$ cat config.mk
export PLATFORM = sky130hd
export DESIGN_NAME = master
export DESIGN_NICKNAME = d
export VERILOG_FILES = /design/src/rtl/master.sv
export SDC_FILE = /design/constraint.sdc
export NUM_CORES = 1
export LEC_CHECK = 0
export BUFFER_PORTS_ARGS = -buffer_cell sky130_fd_sc_hd__buf_4
export CAP_MARGIN = 20
export CORE_UTILIZATION = 35
export CTS_CLUSTER_DIAMETER = 80
export DETAILED_ROUTE_END_ITERATION = 10
export GPL_ROUTABILITY_DRIVEN = 1
export GPL_TIMING_DRIVEN = 1
export PLACE_DENSITY = 0.61
export REMOVE_ABC_BUFFERS = 1
export SLEW_MARGIN = 20
export SYNTH_ARGS = -nofsm -noshare
export SYNTH_HDL_FRONTEND = slang
export SYNTH_SLANG_ARGS = --single-unit
$ cat constraint.sdc
create_clock -name clk_i -period 1.33 [get_ports clk_i]
set_input_delay 0.266 -clock clk_i [delete_from_list [all_inputs] [get_ports clk_i]]
set_output_delay 0.266 -clock clk_i [all_outputs]
set_load 0.02 [all_outputs]
$ cat src/rtl/master.sv
// master: Wishbone B.4 pipelined master issuing one read then one write per request
`ifndef IPL_READ_ADDR
`define IPL_READ_ADDR 16'h1000
`endif
`ifndef IPL_WRITE_ADDR
`define IPL_WRITE_ADDR 16'h2000
`endif

module master #(
    parameter int                    ADDR_WIDTH = 16,
    parameter logic [ADDR_WIDTH-1:0] READ_ADDR  = ADDR_WIDTH'(`IPL_READ_ADDR),
    parameter logic [ADDR_WIDTH-1:0] WRITE_ADDR = ADDR_WIDTH'(`IPL_WRITE_ADDR)
) (
    input  logic                  clk_i,
    input  logic                  reset_i,
    input  logic                  dreq_i,
    output logic                  dack_o,
    output logic [ADDR_WIDTH-1:0] adr_o,
    output logic                  cyc_o,
    output logic                  stb_o,
    output logic                  we_o,
    input  logic                  ack_i
);
    typedef enum logic [2:0] {IDLE, RD_ISSUE, RD_WAIT, WR_ISSUE, WR_WAIT} state_t;

    state_t                state_q, state_d;
    logic                  cyc_q, cyc_d, stb_q, stb_d, we_q, we_d, dack_q, dack_d;
    logic [ADDR_WIDTH-1:0] adr_q, adr_d;

    // next state: a write ack re-samples dreq_i to chain straight into the next read
    always_comb begin
        state_d = state_q;
        case (state_q)
            IDLE:     state_d = dreq_i ? RD_ISSUE : IDLE;
            RD_ISSUE: state_d = ack_i ? WR_ISSUE : RD_WAIT;
            RD_WAIT:  state_d = ack_i ? WR_ISSUE : RD_WAIT;
            WR_ISSUE: state_d = ack_i ? (dreq_i ? RD_ISSUE : IDLE) : WR_WAIT;
            WR_WAIT:  state_d = ack_i ? (dreq_i ? RD_ISSUE : IDLE) : WR_WAIT;
            default:  state_d = IDLE;
        endcase
    end

    // output decode of the upcoming state so the registered outputs track state_q
    always_comb begin
        cyc_d  = state_d != IDLE;
        stb_d  = state_d == RD_ISSUE || state_d == WR_ISSUE;
        we_d   = state_d == WR_ISSUE;
        dack_d = state_d == RD_ISSUE;
        adr_d  = state_d == RD_ISSUE ? READ_ADDR : state_d == WR_ISSUE ? WRITE_ADDR : '0;
    end

    // state and output registers, cleared immediately on reset
    always_ff @(posedge clk_i or posedge reset_i) begin
        if (reset_i) begin
            state_q <= IDLE;
            cyc_q   <= 1'b0;
            stb_q   <= 1'b0;
            we_q    <= 1'b0;
            dack_q  <= 1'b0;
            adr_q   <= '0;
        end else begin
            state_q <= state_d;
            cyc_q   <= cyc_d;
            stb_q   <= stb_d;
            we_q    <= we_d;
            dack_q  <= dack_d;
            adr_q   <= adr_d;
        end
    end

    assign cyc_o  = cyc_q;
    assign stb_o  = stb_q;
    assign we_o   = we_q;
    assign dack_o = dack_q;
    assign adr_o  = adr_q;
endmodule

==> flow_summary.toml <==
[timing]
rsz0062_at_grt = "no"
max_freq_ghz = 0.900
setup_tns_ns = 0
period_share_pct = 83.5
setup_viol = 0
finalHoldViolCount = 0
period_needed_ns = 1.11
finClkSkew_ns = 0.000920
slew_violations = 0
fin_ws_ns = 0.219

[logic_synthesis]
syn_inst = 51
ys.warnings.count = 0
async_flop_share_pct = 100
synth-seq-cells = 8
synth_area_leaders = "dfrtp_1 42%, buf_4 25%, nand3_1 3.1%"
synth_cell_types = 22
synth_ff_type = "dfrtp_1"
synth.largest_area_cell = "dfrtp_1"
synth.avg_cell_area_sq_um = 9.35
syn-cell-area_sq_um = 477
synth_top_cells_by_count = "16 x buf_4, 8 x dfrtp_1, 4 x nor2_1, 3 x nand3_1"
ys_seq_area_share_pct = 42.0
post-synth-top-count-cell = "buf_4"
yosys.area.top_type_share_pct = 42.0
synth_edf_count = 0

[pwr]
internal-power_mw = 0.694
clkPwrFrac_pct = 15.8
pwr-share-seq_pct = 39.3
p_leak_nw = 0.276
pwr_density_cell_mw_per_mm2 = 2230
p_comb_share_pct = 45.0
switching_share_pct = 40.2
power.switching_mw = 0.466
ir_worst_vdd_mv = 0.833

[detailed_routing]
firstDrtPassIters = 5
drc = 0
via_count = 330
drt_wl_total_microns = 693
wire_per_inst_microns = 9.36
initialDrtViolationCount = 5
vias_per_cell = 4.46
detail-route-antenna-nets = 0

[die]
fp-row-count = 12
io_pins = 24
fp.dieArea_sq_mm = 0.00151
die_w_microns = 38.9
start_util_pct = 40.2
core_area_sq_mm = 0.00119
die_y_microns = 38.9

[setup_path]
start_kind = "flip-flop"
r2r_slack_ns = 0.22
crit_family = "compound AO/OA/AOI/OAI gates"
cp-startpoint = "state_q[0]"
worstPathMaxFanout = 8
crit_cells = 2
cp_data_arrival_time_ns = 1.25
path_buf_inv = 0
cp_cell_sequence = "a21o_1 > a222oi_1"
crit_path_end = "cyc_o"
critPathMaxStageDelay_ns = 0.46
r2r-start = "state_q[0]"
slowest_stage = "dfrtp_1"
required_ns = 1.47
r2r_end = "cyc_o"
worst-r2r-cell-count = 2
critPathCaptureType = "flip-flop"
critPathKind = "flip-flop to flip-flop"

[outcome]
status = "completed"

[finish]
diodes = 0
drive_above_1_share_pct = 23.3
stdcell_count = 74
areaGrowthSynthToFinish_pct = 8.92
fin_nets = 66
fin_area_sq_um = 519

[placed_design]
placed_area_sq_um = 487
dp.cells = 70
gp_congestion = 0.819
port_buffers = 9
dp_slack_ns = 0.237

[clock_tree]
clock_latency_ns = 0.25
cts_tree = "yes"
cts_setup_buffers = 0
htree_num_levels = 1
clk_pin_slew_ns = 0.05
ctsLongestPathBuffers = 2
cts.sinks = 8
cts_inserted_buffers = 3
root_buffer = "clkbuf_4"

[global_routing]
grt_usage_pct = 12.5
grt_pass1_wl_microns = 1080
antenna_found_initial = 0
grt_max_degree = 10
overflow = 0
first_global_vias = 252

[job]
cap_violations = 0

[worst_hold_path]
hold_path.class = "input port to flip-flop"
hp-start = "ack_i"
power by group through the flow:
stage / Sequential, mW / Clock (mW) / Combinational, mW
6_report: 0.455 / 0.183 / 0.522
5_1_grt: 0.474 / 0.204 / 0.582
4_1_cts: 0.453 / 0.193 / 0.524
3_5_place_dp: 0.455 / 0 / 0.522
3_3_place_gp: 0.451 / 0 / 0.519
2_1_floorplan: 0.540 / 0 / 0.255
state kept, by name, summed over array words and instances (netlist names):
register	count
adr_o	2
cyc_o	1
state_q	3
stb_o	1
we_o	1
routing by layer:
metal	global-route usage, %	vias up	wire, microns
met3	10.4	2	89
li1	-	156	-
met1	11.7	147	267
met2	17.1	25	311
met4	10.3	0	25
met5	0	-	0
cell families after synthesis:
| group | count (synthesis) | share of synthesized area, % |
|---|---|---|
| compound gates | 6 | 9.19 |
| xor+xnor | 1 | 1.84 |
| buf+inv | 19 | 27.6 |
| flops | 8 | 42.0 |
| mux | 1 | 2.10 |
| other cells | 1 | 0.787 |
| simple gates | 15 | 16.5 |
how the worst min path moves through the flow:
stage | to | slack, ns | cells past startpoint
after floorplan | adr_o[12] | 0.08 | 1
after global placement | adr_o[12] | 0.23 | 2
after detailed placement | adr_o[12] | 0.23 | 2
after CTS | state_q[2] | 0.21 | 2
after global routing | state_q[2] | 0.21 | 2
final | state_q[2] | 0.23 | 2
stage by stage:
stage	total power, mW	util (%)	hold WS, ns
6_report	1.16	43.8	0.225
3_3_place_gp	0.971	41.0	0.232
3_5_place_dp	0.977	41.0	0.231
5_1_grt	1.26	43.8	0.211
2_1_floorplan	0.795	-	0.0817
4_1_cts	1.17	43.8	0.214
timing repair:
item / 4_1_cts / 5_1_grt
hold buffers: 1 / 0
hold endpoints to repair: 8 / 0
resized for setup: 0 / 0
setup endpoints to repair: 0 / 0
layout make-up:
class / count / area, sq um
timing repair buffer: 10 / 77.6
sequential: 8 / 200
multi-input combinational: 37 / 194
fill: 117 / 667
inverter: 2 / 7.51
tap: 14 / 17.5
clock buffer: 3 / 22.5
cell usage in the layout, fill, tap and decap left out:
master and count:
nand3_1 3, o31ai_1 1, dlygate4sd3_1 1, and3_1 1, clkbuf_4 3, conb_1 14
xnor2_1 1, nor2b_1 2, a222oi_1 1, inv_1 1, inv_2 1, nand3b_1 1
a21oi_1 1, mux2i_1 1, a21o_1 1, and2_1 2, nor2_1 4, dfrtp_1 8
buf_4 9, or3_1 1, nand2_1 1, a31o_2 1, o21ai_0 1
No activity file was read; power rests on OpenSTA's default activity.
